--- src/rtl/serial_adder_seq.sv ---
// Bit-serial WIDTH-bit adder: two half-adder cells plus a carry flop, LSB first, one bit per clock.
// Define SERIAL_ADD_SUB_EN to add the sub_in port (A-B via inverted B and carry-in of 1).

module ha_cell (
   input  logic a,
   input  logic b,
   output logic s,
   output logic c
);
   assign s = a ^ b;
   assign c = a & b;
endmodule

module serial_adder_seq #(
   parameter int WIDTH = 8
) (
   input  logic             clk,
   input  logic             rst_n,
   input  logic             in_valid,
   output logic             in_ready,
   input  logic [WIDTH-1:0] a_in,
   input  logic [WIDTH-1:0] b_in,
`ifdef SERIAL_ADD_SUB_EN
   input  logic             sub_in,
`endif
   output logic             out_valid,
   input  logic             out_ready,
   output logic [WIDTH-1:0] sum_out,
   output logic             carry_out,
   output logic             busy
);
   localparam int CW = (WIDTH > 1) ? $clog2(WIDTH) : 1;

   typedef enum logic [1:0] {IDLE, SHIFT, DONE} state_t;

   state_t           state, state_nxt;
   logic [WIDTH-1:0] a_sh, b_sh, res, res_nxt;
   logic             carry;
   logic [CW-1:0]    cnt;
   logic             s1, c1, s, c2;
   logic             sub_sel;
   logic             accept, last;

`ifdef SERIAL_ADD_SUB_EN
   assign sub_sel = sub_in;
`else
   assign sub_sel = 1'b0;
`endif

   ha_cell u_ha0 (.a(a_sh[0]), .b(b_sh[0]), .s(s1), .c(c1));
   ha_cell u_ha1 (.a(s1),      .b(carry),   .s(s),  .c(c2));

   // Sum bit enters at the MSB so the result lands in place after WIDTH shifts.
   generate
      if (WIDTH == 1) begin : g_res1
         assign res_nxt = s;
      end else begin : g_resn
         assign res_nxt = {s, res[WIDTH-1:1]};
      end
   endgenerate

   assign accept = in_valid && (state == IDLE);
   assign last   = (cnt == CW'(WIDTH - 1));

   always_ff @(posedge clk or negedge rst_n) begin
      if (!rst_n) state <= IDLE;
      else        state <= state_nxt;
   end

   always_comb begin
      state_nxt = state;
      case (state)
         IDLE:    if (in_valid)  state_nxt = SHIFT;
         SHIFT:   if (last)      state_nxt = DONE;
         DONE:    if (out_ready) state_nxt = IDLE;
         default:                state_nxt = IDLE;
      endcase
   end

   always_ff @(posedge clk or negedge rst_n) begin
      if (!rst_n) begin
         a_sh  <= '0;
         b_sh  <= '0;
         res   <= '0;
         carry <= 1'b0;
         cnt   <= '0;
      end else if (accept) begin
         a_sh  <= a_in;
         b_sh  <= b_in ^ {WIDTH{sub_sel}};
         carry <= sub_sel;
         cnt   <= '0;
      end else if (state == SHIFT) begin
         a_sh  <= a_sh >> 1;
         b_sh  <= b_sh >> 1;
         res   <= res_nxt;
         carry <= c1 | c2;
         cnt   <= cnt + CW'(1);
      end
   end

   assign in_ready  = (state == IDLE);
   assign out_valid = (state == DONE);
   assign busy      = (state != IDLE);
   assign sum_out   = res;
   assign carry_out = carry;

endmodule

--- config.mk ---
export PLATFORM = sky130hd
export DESIGN_NAME = serial_adder_seq
export DESIGN_NICKNAME = d
export VERILOG_FILES = /design/src/rtl/serial_adder_seq.sv
export SDC_FILE = /design/constraint.sdc
export NUM_CORES = 1
export LEC_CHECK = 0
export CELL_PAD_IN_SITES_DETAIL_PLACEMENT = 0
export CELL_PAD_IN_SITES_GLOBAL_PLACEMENT = 2
export CORE_MARGIN = 2
export CORE_UTILIZATION = 30
export DETAILED_ROUTE_END_ITERATION = 6
export GPL_TIMING_DRIVEN = 0
export PLACE_DENSITY_LB_ADDON = 0.1
export SLEW_MARGIN = 15
export SYNTH_ARGS = -nofsm -noshare
export SYNTH_HDL_FRONTEND = slang
export SYNTH_HIERARCHICAL = 1
export SYNTH_SLANG_ARGS = --single-unit
--- constraint.sdc ---
create_clock -name clk -period 1.5 [get_ports clk]
set_input_delay 0.225 -clock clk [delete_from_list [all_inputs] [get_ports clk]]
set_output_delay 0.225 -clock clk [all_outputs]
set_load 0.05 [all_outputs]
Word-level counts from Yosys, hierarchy flattened. Cells that the tools add are included. W data, S select, Z words.

Add/subtract/negate cells: 1. Multipliers: 0. Div/mod/pow operators: 0. Order comparisons: 0. Equality and inequality tests: 6. Shift operators: 0. Mux-type cells: 12. Bitwise operators: 6. Reduce and logical (&&, ||, !) cells: 6.

Operator list (count): $mux W8 (4); $mux W2 (3); $mux W3 (2); $pmux W2 S3 (1); $ne A2 B2 Y1 const B (2); $reduce_bool A2 Y1 (2); $add A3 B1 Y3 const B (1); $eq A3 B3 Y1 const B (1); $reduce_and A3 Y1 (1); $and A1 B1 Y1 (2); $eq A2 B1 Y1 const B (1); $eq A2 B2 Y1 const B (1); $logic_not A2 Y1 (1); $mux W1 (2); $ne A2 B1 Y1 const B (1); $reduce_and A2 Y1 (1); $xor A1 B1 Y1 (2); $logic_and A1 B1 Y1 (1); $not A1 Y1 (1); $or A1 B1 Y1 (1).

Bits in registers: 30. Bits in latches: 0. RAM bits: 0. Memory bits (read-only): 0. Bits of input ports: 20. Output and inout bits: 12. Logic and storage cells: 37. Memories kept: 0.

Depth between registers and ports, before layout.
Word-level depth: 5. Depth in mapped cells: 6. Gate-level depth less buffers: 4.

By module. Netlist, hierarchy kept.

By module, submodules not included: serial_adder_seq (times used 1, cells an instance 134, area an instance 1382.6 sq um, seq. area each 750.7 sq um); ha_cell (times used 2, cells an instance 1, area an instance 12.5 sq um, seq. area each 0.0 sq um).

Worst setup path before layout. No wires, ideal clock.

Path kind: reg-to-output. Start point: reg state[1]. End point: out busy. Arrival time: 1.764 ns. Data required time: 1.275 ns. Setup slack: -0.489 ns. Stages on the path, launching flop included: 4. Buffers on the path: 1. Cell sequence: dfrtp_1 > buf_2 > nor2_1 > inv_1.

Word-level cells in the longest chain between the ends: 1.

RTL lines: start: declaration (RTL line 36) `state_t state, state_nxt;`; start signal: assignment (RTL line 67) `else state <= state_nxt;`; $reduce_bool A2 Y1 (RTL line 103) `assign busy = (state != IDLE);`; end: declaration (RTL line 30) `output logic busy`.

Every way passes these cells.

Worst setup path in the final report. Ends and elaborated chain as after synthesis.

==> qor.log <==
[final_layout] fin nets 201
[global_route] antenna violations before repair 0
[synth] simple-gate area share of the yosys netlist 0.205
[sta] final worst-path cycle share 0.949
[place] post-place instance area 1790 um2
[synth] Syn Area/Cell 10.4 um2
[place] GPL Wtd Cong 0.729
[cts] master cell of the clock root buffer clkbuf_8
[place] detailed placer's ending HPWL 2280 um
[synth] ranking of synthesized cells by instance count nand2_1 (32), dfrtp_1 (30), inv_1 (6)
[sta] Layout Skew 2.12 ps
[global_route] Global Route met2 Usage 0.210
[synth] nets in the synthesized netlist 160
[floorplanning] area of the core 4440 um2
[final_layout] fraction of final layout cells sized beyond drive strength 1 0.147
[cts] clock sink total 30
[floorplanning] total number of placement rows 24
[final_layout] ant diodes 0
[sta] shortest period the worst path allows 1420 ps
[critical_path] CP cell instances buf_4 > nor2_4 > inv_1 > buf_4
[synth] ys flop type dfrtp_1
[sta] Worst Setup Slack, final 77.0 ps
[critical_path] FF-to-FF End b_sh[3]$_DFFE_PN0P_
[sta] Max Slew Vio Count 0
[synth] fraction of synthesized cell area taken by the top area cell type 0.533
[sta] RSZ-0062 raised after global routing false
[place] I/O Buffers 31
[routing] count of routing violations after the opening detailed-route iteration 71
[sta] fmax 703 MHz
[synth] Async SR Flop Fraction 1.00
[floorplanning] chip height 72.5 um
[synth] xor and xnor area share after synthesis 0
[synth] number of flops mapped to enable cells by yosys 0
[sta] Final setup viols 0
[power_and_ir_drop] clock network fraction of design power 0.146
[cts] clock tree from TritonCTS done
[routing] Total Wirelength 3330 um
[critical_path] element type at the critical path start flop
[synth] post-synthesis share of cell area spent on full adders, half adders and majority gates 0.0356
[critical_path] depth of the worst register-to-register path 4
[global_route] busiest layer in global routing met2
[floorplanning] initial standard-cell utilization of the core 0.317
[cts] Max Root-Sink Buffers 2
[critical_path] Worst path most repeated cell buf_4
[sta] Tightest Pin Transition 694 ps
[floorplanning] ports placed on the boundary 32
[critical_path] CP max FO 10
[critical_path] kind of end point of the critical path output port
[synth] most frequently used cell type in the post-synthesis netlist nand2_1
[synth] number of instances in the synthesized netlist 136
[routing] via count of the routed design 1143
[cts] clock-pin slew of the registers on the worst-case setup and hold paths 60 ps
[power_and_ir_drop] share of total power in sequential cells 0.340
[global_route] first-pass GRT wire length 5500 um
[critical_path] register-to-register path setup slack 200 ps
[synth] fraction of synthesized area in multiplexers 0
[routing] number of detailed-route iterations in the first pass 4
[place] dpl ws -283 ps
[global_route] grt ovf 0
[power_and_ir_drop] combinational share of power 0.514
[routing] DRT antenna net count 0
[cts] quantity of hold-fixing buffers added after cts 0
[sta] worst relative slew slack 0.537
[critical_path] crit path DAT 1200 ps
[floorplanning] die footprint 5260 um2
[global_route] M1 GR Usage 0.194
[critical_path] critical path startpoint state[1]$_DFFE_PN0P_
[power_and_ir_drop] static power due to leakage 0.892 nW
[global_route] number of global-route vias before repair 1090
[hold_path] class of the tightest hold or removal check input port to asynchronous set/reset pin
[cts] CTS H-tree depth 2
[synth] Compound-Gate Fraction of Synth Area 0.168
[sta] number of hold violations in the final report 16
[cts] latest clock arrival within the worst-skew pair 270 ps
[synth] post-synth top area cell dfrtp_1
[synth] number of warning messages in the yosys log 6
[routing] Vias per Instance 4.99
[global_route] GRT Util Overall 0.141
[power_and_ir_drop] NetSw 1.76 mW
[run_status] status finished with violations
[synth] register area share after synthesis 0.533
[global_route] largest net degree at the start of global routing 31
[run] maximum capacitance violations 0
[sta] final hold slack -5.05 ps
[critical_path] library cell contributing the largest single delay on the critical path dfrtp_1
[routing] Routed WL per cell 14.5 um
[synth] dominant combinational cell family by area after synthesis simple AND/OR/NAND/NOR gates
[final_layout] post-route cell area 1880 um2
[final_layout] layout overhead on the synthesized area 33.7%
[run_status] failing checks negative hold slack
[synth] synthesized cell area 1410 um2
[cts] number of buffers created by CTS 5
[routing] DRC violations left 0
[floorplanning] die width 72.5 um
[power_and_ir_drop] pwr/cell area 2170 nW/um2
[power_and_ir_drop] maximum resistive drop on vdd 792 uV
[synth] number of storage elements in the synthesis netlist 30
[critical_path] worst endpoint required time 1270 ps
[synth] number of unique standard cell types used by synthesis 29
[global_route] fraction of met3 tracks used by global routing 0.0472
[power_and_ir_drop] switching portion of total power 0.432
[critical_path] critical path's largest stage delay 380 ps
[critical_path] type of the worst setup path flop to output port
[power_and_ir_drop] design internal power 2.32 mW
[synth] top area cells in the synthesized netlist dfrtp_1 (53%), nand2_1 (8.5%), ha_1 (3.6%)
[critical_path] Reg2Reg Launch Point state[0]$_DFFE_PN0P_
## logic make-up after synthesis
group                      after synthesis
adders and majority gates                4
DFF                                     30
AOI/OAI and AO/OA                       29
buffers and inverters                   15
and+or+nand+nor                         58
## what timing repair did
action	in CTS	in global routing
pin swaps	1	1
setup buffers	1	2
setup endpoints to repair	12	4
resized for setup	26	6
## worst max-delay path by stage
stage                                      to  slack (ps)  cells after the start
after global placement    a_sh[7]$_DFFE_PN0P_        -390                      1
after detailed placement            out_valid        -280                      3
after floorplan                          busy         140                      3
final                                    busy          80                      4
after global routing                     busy         0.6                      4
after CTS                                busy         0.2                      4
## per-stage QoR
stage               setup TNS (ps)  total power [mW]   util  cells
global route                     0              4.39  0.423    229
detailed placement           -3260              3.52  0.402    219
global placement            -14040              3.47  0.403    219
floorplan                        0              2.87      -    136
CTS                              0              4.07  0.416    227
finish                           0              4.08  0.423    229
## metal layers
| metal | share of wire | wire (um) |
|---|---|---|
| met1 | 0.48 | 1580 |
| met2 | 0.46 | 1520 |
| met3 | 0.054 | 178 |
| met4 | 0.014 | 48 |
| met5 | 0 | 0 |
## registers in the layout (all words and copies together), names as in the netlist
signal / cells
a_sh: 8
b_sh: 8
sum_out: 8
cnt: 3
state: 2
carry_out: 1
## cell usage in the layout (no fill, tap or decap)
cell             count
a211oi_1             4
a21oi_1              1
a221o_1              2
a22o_1               3
a22oi_1              3
a2bb2oi_1            4
a32o_1               2
buf_2                5
buf_4                7
buf_6                3
clkbuf_1             3
clkbuf_8             5
clkdlybuf4s50_1     18
dfrtp_1             30
dlygate4sd2_1        9
ha_1                 4
inv_1                6
nand2_1             32
nand2b_1             4
nand2b_4             1
nand3_1              3
nand3b_1             4
nor2_2               2
nor2_4               1
nor2b_1              2
nor2b_2              1
nor3_1               4
nor3b_1              4
o21ai_0              1
o21ai_1              3
o21bai_4             1
o221a_1              1
o22a_1               4
## power by group through the flow
stage | combinational, mW | clock (mW) | sequential [mW]
2_1_floorplan | 1.14 | 0 | 1.73
3_3_place_gp | 2.08 | 0 | 1.39
3_5_place_dp | 2.11 | 0 | 1.41
4_1_cts | 2.05 | 0.625 | 1.39
5_1_grt | 2.28 | 0.663 | 1.45
6_report | 2.09 | 0.597 | 1.39
## critical path: cells and delay by family (launching register included)
kind / cells / cell delay, ps
buf+inv: 3 / 410
flops: 1 / 380
simple gates: 1 / 130
## final cells by class
cell class	count	area, um2
clock buffers	7	76.3
multi-input cells	91	593
plain buffers	9	61.3
flip-flops and latches	30	751
inverters	6	22.5
well taps	52	65.1
fillers	451	2560
repair buffers	34	313
Note: power is estimated with default switching activity, not from simulation.
==> edit: new RTL, same flow settings <==
Change the parameter `WIDTH` from 8 to 4.
--- a/src/rtl/serial_adder_seq.sv
+++ b/src/rtl/serial_adder_seq.sv
@@ -12,7 +12,7 @@
 endmodule
 
 module serial_adder_seq #(
-   parameter int WIDTH = 8
+   parameter int WIDTH = 4
 ) (
    input  logic             clk,
    input  logic             rst_n,
Ports: changed (resized a_in, b_in and sum_out); port bits go from 32 to 20. The function was not compared with the original's and may differ.
==> edit against the unedited design <==
Sequential cell count down 13; first-iteration DRC count down 76%; routed wire length down 44%; power down 37%; area after synthesis down 41%; setup slack worse by 0.018 ns; count of clock-buffer cells in the layout down 4; die area down 39%; sequential share of layout area down 1.2 points; final area down 42%.
==> edit: results (changes against the unedited design) <==
* number of nets in the layout: 124, -38%
* top cells by instance count after synthesis: sky130_fd_sc_hd__nand2_1, sky130_fd_sc_hd__dfrtp_1, sky130_fd_sc_hd__o22ai_1
* dominant cells by area after synthesis: sky130_fd_sc_hd__dfrtp_1, sky130_fd_sc_hd__o22ai_1, sky130_fd_sc_hd__nand2_1
* arrival time worst endpoint: 1.22 ns, +0.02 ns
* Mapped Cells: 83, -39%
* slowest CP cell: sky130_fd_sc_hd__clkdlybuf4s15_1
* highest ir drop seen on vdd: 1.79 mV, +130%
* clock insertion delay at the later pin of the skew report: 0.30 ns, +0.03 ns
* post-placement worst setup slack: -0.255 ns, +0.0275 ns
* DRC marker count from the first detailed-route iteration: 17, -76%
* clock-pin slew on the worst setup and hold paths: 0.12 ns, +0.06 ns
* result of the run: finished, final reports clean
* maximum cell stage delay along the critical path: 0.51 ns, +0.13 ns
* total wire length: 1870 um, -44%
* number of standard cells in the layout, taps in and fillers out: 139, -39%
* Filler Cell Count: 276, -39%
* post-placement cell area: 0.00106 sq mm, -41%
* number of H-tree levels: 1, -1
* largest net degree at the start of global routing: 18, -42%
* class of the most critical hold timing path: input pin to flip-flop
* number of nets in the synthesized netlist: 98, -39%
* sequential fraction of the synthesis area: 0.513, -0.0205
* internal power contribution: 1.34 mW, -42%
* ANT cells: 0, unchanged
* Leakage: 0.513 nW, -43%
* share of layout cells above drive strength 1: 0.204, +0.0568
* CTS root buffer: sky130_fd_sc_hd__clkbuf_4
* gp weighted congestion: 0.671, -7.9%
* wire length of the first global-routing pass: 3070 um, -44%
* count of different cell masters after synthesis: 17, -41%
* Detailed Place HPWL: 1240 um, -46%
* number of iterations in the first detailed-routing pass: 3, -1
* number of global-route vias before repair: 632, -42%
* number of vias in the routed layout: 667, -42%
* cts bufs inserted: 3, -2
* count of placed standard cells including taps: 132, -40%
* worst clock skew: 0.0114 ns, +0.00927 ns
* biggest fanout along the worst timing path: 3, -7
* Slew headroom: 0.449, -0.0878
==> edit: power groups by stage <==
stage | Clock, mW | Sequential, mW | Combinational [mW]
after floorplan | 0 | 1.01 | 0.902
after global placement | 0 | 0.835 | 1.49
after detailed placement | 0 | 0.836 | 1.49
after CTS | 0.276 | 0.824 | 1.42
after global routing | 0.299 | 0.855 | 1.62
final | 0.265 | 0.827 | 1.47
==> edit: cells by family after synthesis <==
kind of cell	synth area share
AND/OR/NAND/NOR	0.167
flip-flops	0.513
adder cells (fa/ha/maj)	0.0453
buffers and inverters	0.0724
AO/OA/AOI/OAI	0.202
==> edit: path summary, 6_finish.rpt <==
path	start	endpoint	slack [ns]	cells after the start
worst min-delay path	in_valid	state[0]	0.22	3
min in group asynchronous	rst_n	b_sh[3]	0.38	1
worst max-delay path	carry_out	carry_out	0.06	1
worst max register to register	a_sh[0]	sum_out[3]	0.25	4
worst min register to register	sum_out[0]	sum_out[0]	0.48	2
max in group asynchronous	rst_n	sum_out[1]	0.60	1
==> edit: final cells by class <==
cell class                 count  area [sq um]  share of cell area
multi-input combinational     59           354               0.322
tap                           31          38.8              0.0353
buffer                         4          48.8              0.0444
clock inverter                 1          5.00             0.00456
inverter                       3          11.3              0.0103
sequential                    17           425               0.387
timing repair buffer          21           193               0.175
clock buffer                   3          22.5              0.0205
==> edit: layer usage <==
| layer | vias to the layer above | global-route usage | wire length, um |
|---|---|---|---|
| li1 | 338 | - | - |
| met1 | 313 | 0.178 | 926 |
| met2 | 14 | 0.186 | 818 |
| met3 | 2 | 0.0530 | 110 |
| met4 | 0 | 0.0204 | 11 |
| met5 | - | 0 | 0 |
==> edit: what timing repair did <==
action | 4_1_cts | 5_1_grt
endpoints found under the setup margin | 8 | 4
gates cloned | 0 | 0
gates resized for setup | 21 | 5
buffers inserted | 0 | 3
==> edit: stage by stage <==
stage               utilization  setup TNS [ns]  hold WS [ns]
global route              0.409       -0.000387         0.236
floorplan                     -               0       -0.0706
global placement          0.393          -0.500         0.461
detailed placement        0.393          -0.529         0.466
CTS                       0.396        -0.00195         0.215
finish                    0.409               0         0.219
